[config.mk]
export PLATFORM = sky130hd
export DESIGN_NAME = ifu_fetch_flat
export DESIGN_NICKNAME = d
export VERILOG_FILES = /design/src/rtl/ifu_fetch_if.sv /design/src/rtl/ifu_fetch.sv /design/src/flat_wrapper.sv
export SDC_FILE = /design/constraint.sdc
export NUM_CORES = 1
export LEC_CHECK = 0
export ABC_AREA = 1
export BUFFER_PORTS_ARGS = -buffer_cell sky130_fd_sc_hd__buf_4
export CORE_ASPECT_RATIO = 0.75
export CORE_UTILIZATION = 55
export DETAILED_ROUTE_END_ITERATION = 8
export GPL_TIMING_DRIVEN = 0
export PLACE_DENSITY = 0.81
export SYNTH_ARGS = -nofsm -noshare
export SYNTH_HDL_FRONTEND = slang
export SYNTH_SLANG_ARGS = --single-unit
[constraint.sdc]
create_clock -name clk -period 5.5 [get_ports clk]
set_input_delay 0.275 -clock clk [delete_from_list [all_inputs] [get_ports clk]]
set_output_delay 0.275 -clock clk [all_outputs]
set_load 0.005 [all_outputs]
[src/rtl/ifu_fetch_if.sv]
// Fetch-stage bundle: instruction-memory request/response channel, redirect
// from the core, and the instruction handshake toward the core's cmd input.
interface ifu_fetch_if;
    logic        redirect_valid;
    logic [31:0] redirect_pc;
    logic        imem_req_valid;
    logic        imem_req_ready;
    logic [31:0] imem_req_addr;
    logic        imem_resp_valid;
    logic [31:0] imem_resp_data;
    logic        inst_valid;
    logic        inst_ready;
    logic [31:0] inst;
    logic [31:0] inst_pc;

    modport master (
        input  redirect_valid, redirect_pc,
        output imem_req_valid, imem_req_addr,
        input  imem_req_ready,
        input  imem_resp_valid, imem_resp_data,
        output inst_valid, inst, inst_pc,
        input  inst_ready
    );

    modport slave (
        output redirect_valid, redirect_pc,
        input  imem_req_valid, imem_req_addr,
        output imem_req_ready,
        output imem_resp_valid, imem_resp_data,
        input  inst_valid, inst, inst_pc,
        output inst_ready
    );
endinterface

[src/rtl/ifu_fetch.sv]
// Instruction fetch stage: one outstanding imem read, small instruction FIFO,
// redirect flush. Define IFU_BYPASS_EN to forward a response straight to the core when the FIFO is empty.
module ifu_fetch #(
    parameter logic [31:0] RESET_PC = 32'h8000_0000,
    parameter int unsigned DEPTH    = 2
) (
    input  logic       clk,
    input  logic       rst,
    ifu_fetch_if.master bus
);
    localparam int unsigned PW = (DEPTH > 1) ? $clog2(DEPTH) : 1;
    localparam int unsigned CW = $clog2(DEPTH + 1);
    localparam logic [CW-1:0] DEPTH_C = CW'(DEPTH);

    typedef enum logic [1:0] {IDLE, FETCH, WAIT, DROP} state_e;

    state_e        state_q, state_d;
    logic [31:0]   pc_q, pc_d;
    logic [31:0]   req_pc_q, req_pc_d;
    logic          req_valid_q, req_valid_d;
    logic [PW-1:0] wr_ptr_q, wr_ptr_d;
    logic [PW-1:0] rd_ptr_q, rd_ptr_d;
    logic [CW-1:0] count_q, count_d;
    logic [31:0]   fifo_inst_q [DEPTH];
    logic [31:0]   fifo_pc_q   [DEPTH];

    logic        flush;
    logic        req_fire;
    logic        resp_take;
    logic        fifo_empty;
    logic        bypass;
    logic        wr_en;
    logic        rd_en;
    logic [31:0] redirect_target;
    logic        unused_redirect_lsb;

    assign redirect_target     = {bus.redirect_pc[31:2], 2'b00};
    assign unused_redirect_lsb = ^bus.redirect_pc[1:0];

    assign flush      = bus.redirect_valid && (state_q != IDLE);
    assign req_fire   = req_valid_q && bus.imem_req_ready;
    assign resp_take  = (state_q == WAIT) && bus.imem_resp_valid && !flush;
    assign fifo_empty = (count_q == '0);

`ifdef IFU_BYPASS_EN
    assign bypass = fifo_empty && resp_take;
`else
    assign bypass = 1'b0;
`endif

    // A bypassed word that the core takes immediately never occupies a slot.
    assign wr_en = resp_take && !(bypass && bus.inst_ready);
    assign rd_en = !fifo_empty && bus.inst_ready && !flush;

    assign bus.imem_req_valid = req_valid_q;
    assign bus.imem_req_addr  = pc_q;

    always_comb begin
        bus.inst_valid = !fifo_empty || bypass;
        bus.inst       = '0;
        bus.inst_pc    = '0;
        if (!fifo_empty) begin
            bus.inst    = fifo_inst_q[rd_ptr_q];
            bus.inst_pc = fifo_pc_q[rd_ptr_q];
        end else if (bypass) begin
            bus.inst    = bus.imem_resp_data;
            bus.inst_pc = req_pc_q;
        end
    end

    always_comb begin
        state_d  = state_q;
        pc_d     = pc_q;
        req_pc_d = req_pc_q;
        case (state_q)
            IDLE:  state_d = FETCH;
            FETCH: begin
                if (req_fire) begin
                    state_d  = WAIT;
                    pc_d     = pc_q + 32'd4;
                    req_pc_d = pc_q;
                end
            end
            WAIT, DROP: begin
                if (bus.imem_resp_valid) state_d = FETCH;
            end
            default: state_d = IDLE;
        endcase
        // Redirect overrides everything; an accepted-but-unanswered request
        // still has a response coming, which DROP swallows.
        if (flush) begin
            pc_d = redirect_target;
            if (state_q == FETCH) begin
                state_d = req_fire ? DROP : FETCH;
            end else begin
                state_d = bus.imem_resp_valid ? FETCH : DROP;
            end
        end
    end

    always_comb begin
        wr_ptr_d = wr_ptr_q;
        rd_ptr_d = rd_ptr_q;
        count_d  = count_q;
        if (flush) begin
            wr_ptr_d = '0;
            rd_ptr_d = '0;
            count_d  = '0;
        end else begin
            if (wr_en) wr_ptr_d = wr_ptr_q + PW'(1);
            if (rd_en) rd_ptr_d = rd_ptr_q + PW'(1);
            case ({wr_en, rd_en})
                2'b10:   count_d = count_q + CW'(1);
                2'b01:   count_d = count_q - CW'(1);
                default: count_d = count_q;
            endcase
        end
        // Only request when the response is guaranteed a FIFO slot.
        req_valid_d = (state_d == FETCH) && (count_d < DEPTH_C);
    end

    always_ff @(posedge clk) begin
        if (rst) begin
            state_q     <= IDLE;
            pc_q        <= RESET_PC;
            req_valid_q <= 1'b0;
            wr_ptr_q    <= '0;
            rd_ptr_q    <= '0;
            count_q     <= '0;
        end else begin
            state_q     <= state_d;
            pc_q        <= pc_d;
            req_valid_q <= req_valid_d;
            wr_ptr_q    <= wr_ptr_d;
            rd_ptr_q    <= rd_ptr_d;
            count_q     <= count_d;
        end
    end

    always_ff @(posedge clk) begin
        req_pc_q <= req_pc_d;
        if (wr_en) begin
            fifo_inst_q[wr_ptr_q] <= bus.imem_resp_data;
            fifo_pc_q[wr_ptr_q]   <= req_pc_q;
        end
    end
endmodule

[src/flat_wrapper.sv]
// flat-port wrapper written by rule: the top's interface ports become plain ports
module ifu_fetch_flat 
#(
    parameter logic [31:0] RESET_PC = 32'h8000_0000,
    parameter int unsigned DEPTH    = 2
)
  (clk, rst, bus_redirect_valid, bus_redirect_pc, bus_imem_req_valid, bus_imem_req_addr, bus_imem_req_ready, bus_imem_resp_valid, bus_imem_resp_data, bus_inst_valid, bus_inst, bus_inst_pc, bus_inst_ready);
  ifu_fetch_if bus_i ();
  input  logic clk;
  input  logic rst;
  input wire logic [$bits(bus_i.redirect_valid)-1:0] bus_redirect_valid;
  input wire logic [$bits(bus_i.redirect_pc)-1:0] bus_redirect_pc;
  output wire logic [$bits(bus_i.imem_req_valid)-1:0] bus_imem_req_valid;
  output wire logic [$bits(bus_i.imem_req_addr)-1:0] bus_imem_req_addr;
  input wire logic [$bits(bus_i.imem_req_ready)-1:0] bus_imem_req_ready;
  input wire logic [$bits(bus_i.imem_resp_valid)-1:0] bus_imem_resp_valid;
  input wire logic [$bits(bus_i.imem_resp_data)-1:0] bus_imem_resp_data;
  output wire logic [$bits(bus_i.inst_valid)-1:0] bus_inst_valid;
  output wire logic [$bits(bus_i.inst)-1:0] bus_inst;
  output wire logic [$bits(bus_i.inst_pc)-1:0] bus_inst_pc;
  input wire logic [$bits(bus_i.inst_ready)-1:0] bus_inst_ready;
  assign bus_i.redirect_valid = bus_redirect_valid;
  assign bus_i.redirect_pc = bus_redirect_pc;
  assign bus_imem_req_valid = bus_i.imem_req_valid;
  assign bus_imem_req_addr = bus_i.imem_req_addr;
  assign bus_i.imem_req_ready = bus_imem_req_ready;
  assign bus_i.imem_resp_valid = bus_imem_resp_valid;
  assign bus_i.imem_resp_data = bus_imem_resp_data;
  assign bus_inst_valid = bus_i.inst_valid;
  assign bus_inst = bus_i.inst;
  assign bus_inst_pc = bus_i.inst_pc;
  assign bus_i.inst_ready = bus_inst_ready;
  ifu_fetch #(.RESET_PC(RESET_PC), .DEPTH(DEPTH)) u_core (.clk(clk), .rst(rst), .bus(bus_i));
endmodule
==> results.py <==
metrics = {
    "worst_hold_path": {
        "min_path_type": "in2reg",
    },
    "sta": {
        "finalHoldViolations": 0,
        "finalCriticalPeriod_ns": 2.545,
        "relSlewSlack_pct": 34.87,
        "fin_crit_sh_pct": 46.27,
        "timing.setup.tns_ns": 0,
        "setup_viol": 0,
        "worst_setup_skew_after_layout_ns": 0.009812,
        "drv_slew": 0,
        "tightest_slew_ns": 0.9733,
        "rsz0062_at_grt": "false",
        "achievable-frequency_mhz": 392.9,
    },
    "drt": {
        "initialDrtViolationCount": 554,
        "final_antenna_net_count": 0,
        "via_count": 6404,
        "drt-vias-per-instance": 5.310,
        "wl_per_cell_um": 16.49,
        "drt_drc_violations_left": 0,
        "first_pass_iters": 5,
        "totalWireLength_um": 19890,
    },
    "final_layout": {
        "fillers": 1086,
        "syn2layout_area_growth_pct": 26.10,
        "finish.net_count": 1066,
        "final_cell_area_um2": 10380,
        "antenna_cells_inserted": 0,
        "layout-drive-gt1-share_pct": 25.65,
    },
    "power": {
        "fin_total_pwr_mw": 3.031,
        "vdd_drop_max_mv": 0.2269,
        "power_density_nw_per_um2": 292.0,
        "reported_leakage_power_nw": 4.095,
    },
    "critical_path": {
        "reg2reg_depth": 11,
        "r2r_start": "u_core.count_q[0]",
        "worstSetupEndpoint": "bus_inst_pc[11]",
        "critPathArrivalTime_ns": 2.27,
        "rrSetupSlack_ns": 3.10,
        "crit_required_ns": 5.22,
        "kind_of_critical_path": "reg2out",
        "nature_of_the_critical_path_startpoint": "flop",
        "critPathCaptureType": "primary output",
        "worstSetupStartpoint": "u_core.count_q[0]",
        "reg2reg_to": "u_core.bus.imem_req_valid",
        "crit_fanout": 10,
    },
    "clock_tree": {
        "cts.sink_count": 192,
        "clock_tree_root": "sky130_fd_sc_hd__clkbuf_16",
        "cts_hold_repair.buffers": 0,
        "tritoncts.num_buffers": 17,
        "cts_tree": "yes",
        "post_cts_resized": 0,
        "worstSkewPairLatency_ns": 0.43,
        "max-clock-path-buffers": 2,
        "clock_tree.htree_level_count": 4,
        "post-cts-setup-buffers": 0,
        "worst_setup_hold_path_clk_slew_ns": 0.07,
    },
    "global_routing": {
        "grt_pass1_wl_um": 30170,
        "gr-usage-all-layers_pct": 26.29,
        "via_count_of_the_first_global_routing_pass": 6025,
        "grt_start_max_net_pins": 40,
        "grt.overflow.total": 0,
        "grt_antenna_before_repair": 0,
    },
    "floorplanning": {
        "die_h_um": 107.9,
        "core_area_um2": 14550,
        "starting_utilization_of_the_core_area_pct": 56.58,
        "die_w_um": 143.3,
        "floorplan.io_pins": 168,
        "rows": 38,
        "die-area_um2": 15460,
    },
    "yosys": {
        "synth_cell_type_count": 41,
        "synth_warnings": 0,
        "netlist_instances": 807,
        "synth.yosys.seq_area_share_pct": 65.42,
        "cell_area_synth_um2": 8232,
        "mean_syn_cell_area_um2": 10.20,
        "synth_seq_cells": 192,
    },
    "place": {
        "post-dp-hpwl_um": 13880,
        "gp_routability_congestion": 0.9293,
        "buffer_ports.inserted": 161,
        "dpl_cell_area_um2": 9797,
    },
    "job": {
        "max_cap_viol_count": 0,
    },
    "run_status": {
        "outcome": "complete, no violations",
    },
}
cells in the final DEF (no fill, tap or decap), drive strengths merged:
cell,n
a211oi,1
a21oi,85
a31oi,5
buf,182
bufinv,2
clkbuf,39
clkinv,6
conb,4
dfxtp,38
edfxtp,154
ha,2
inv,62
nand2,258
nand3,44
nand3b,1
nand4,6
nor2,66
nor3,11
nor3b,1
nor4,1
o211ai,5
o21ai,25
o21bai,2
or2,3
xnor2,1
xor2,2
sequential cells by signal (all words and copies together) (netlist names), named ones only:
register,cells
u_core.state_q,2
u_core.wr_ptr_q,1
u_core.fifo_inst_q,64
u_core.bus.imem_req_addr,30
u_core.req_pc_q,30
u_core.count_q,2
u_core.fifo_pc_q,60
u_core.rd_ptr_q,1
u_core.bus.imem_req_valid,1
per-stage QoR:
| step | setup WS (ns) | utilization [%] | std cells | hold slack (ns) |
|---|---|---|---|---|
| 2_1_floorplan | 1.684 | - | 810 | 0.3535 |
| 3_3_place_gp | 0.1628 | 66.68 | 1171 | 0.4218 |
| 3_5_place_dp | 2.961 | 67.34 | 1175 | 0.4304 |
| 4_1_cts | 2.827 | 71.35 | 1206 | 0.01307 |
| 5_1_grt | 2.763 | 71.35 | 1206 | 0.01093 |
| 6_report | 2.955 | 71.35 | 1206 | 0.02737 |
worst min path at each step:
stage | end | slack (ns) | cells past startpoint | start
finish | u_core.fifo_inst_q[0][8] | 0.03 | 1 | bus_imem_resp_data[8]
global route | u_core.fifo_inst_q[1][30] | 0.01 | 1 | bus_imem_resp_data[30]
CTS | u_core.fifo_inst_q[0][16] | 0.01 | 1 | bus_imem_resp_data[16]
detailed placement | u_core.fifo_pc_q[0][13] | 0.43 | 0 | u_core.req_pc_q[13]
global placement | u_core.fifo_pc_q[0][19] | 0.42 | 0 | u_core.req_pc_q[19]
floorplan | u_core.count_q[1] | 0.35 | 1 | rst
cells in the mapped netlist, drive strengths merged:
master,n,area [um^2]
nand2,258,1003
edfxtp,154,4624
a21oi,85,436.7
nor2,66,345.3
inv,56,210.2
nand3,44,237.7
dfxtp,38,760.7
o21ai,25,128.9
clkbuf,21,78.83
buf,17,110.1
nor3,11,66.32
nand4,6,37.54
a31oi,5,31.28
o211ai,5,37.54
or2,3,18.77
ha,2,25.02
o21bai,2,15.01
xor2,2,17.52
a211oi,1,7.510
clkinv,1,5.000
conb,1,3.750
nand3b,1,7.510
nor3b,1,7.510
nor4,1,6.260
xnor2,1,8.760
layout make-up:
class	instances	area [um^2]	area share, %
repair buffers	165	1289	12.42
well taps	200	250.2	2.411
flip-flops and latches	192	5385	51.88
plain buffers	38	188.9	1.820
clock buffers	18	429.2	4.135
clock inverters	13	153.9	1.483
multi-input cells	523	2469	23.78
inverters	57	215.2	2.073
metal layers:
metal  global-route usage [%]  up-vias  wire, um
li1                         -     3095         -
met1                    34.92     2961      8601
met2                    42.79      324      9112
met3                    7.307       24      1915
met4                    7.143        0       259
met5                        0        -         0
where the power goes:
part | internal (mW) | switching (mW)
registers | 1.59 | 0.0349
clock network | 0.681 | 0.543
logic | 0.0849 | 0.0975
total | 2.36 | 0.675
logic make-up (layout without fill, tap and decap cells):
logic type | after synthesis | count (layout) | share of synthesized area (%)
AND/OR/NAND/NOR | 391 | 391 | 21.02
flip-flops | 192 | 192 | 65.42
AO/OA/AOI/OAI | 123 | 123 | 7.980
buffers and inverters | 95 | 291 | 4.909
XOR/XNOR | 3 | 3 | 0.3193
adder cells (fa/ha/maj) | 2 | 2 | 0.3039
other | 1 | 4 | 0.04556
critical path, stage by stage (launching register included):
cell and delay, ns:
sky130_fd_sc_hd__dfxtp_1 0.34, sky130_fd_sc_hd__nor2_1 0.75, sky130_fd_sc_hd__clkbuf_1 0.45, sky130_fd_sc_hd__a21oi_1 0.12
sky130_fd_sc_hd__buf_4 0.17
Power figures use the tool's default switching activity.
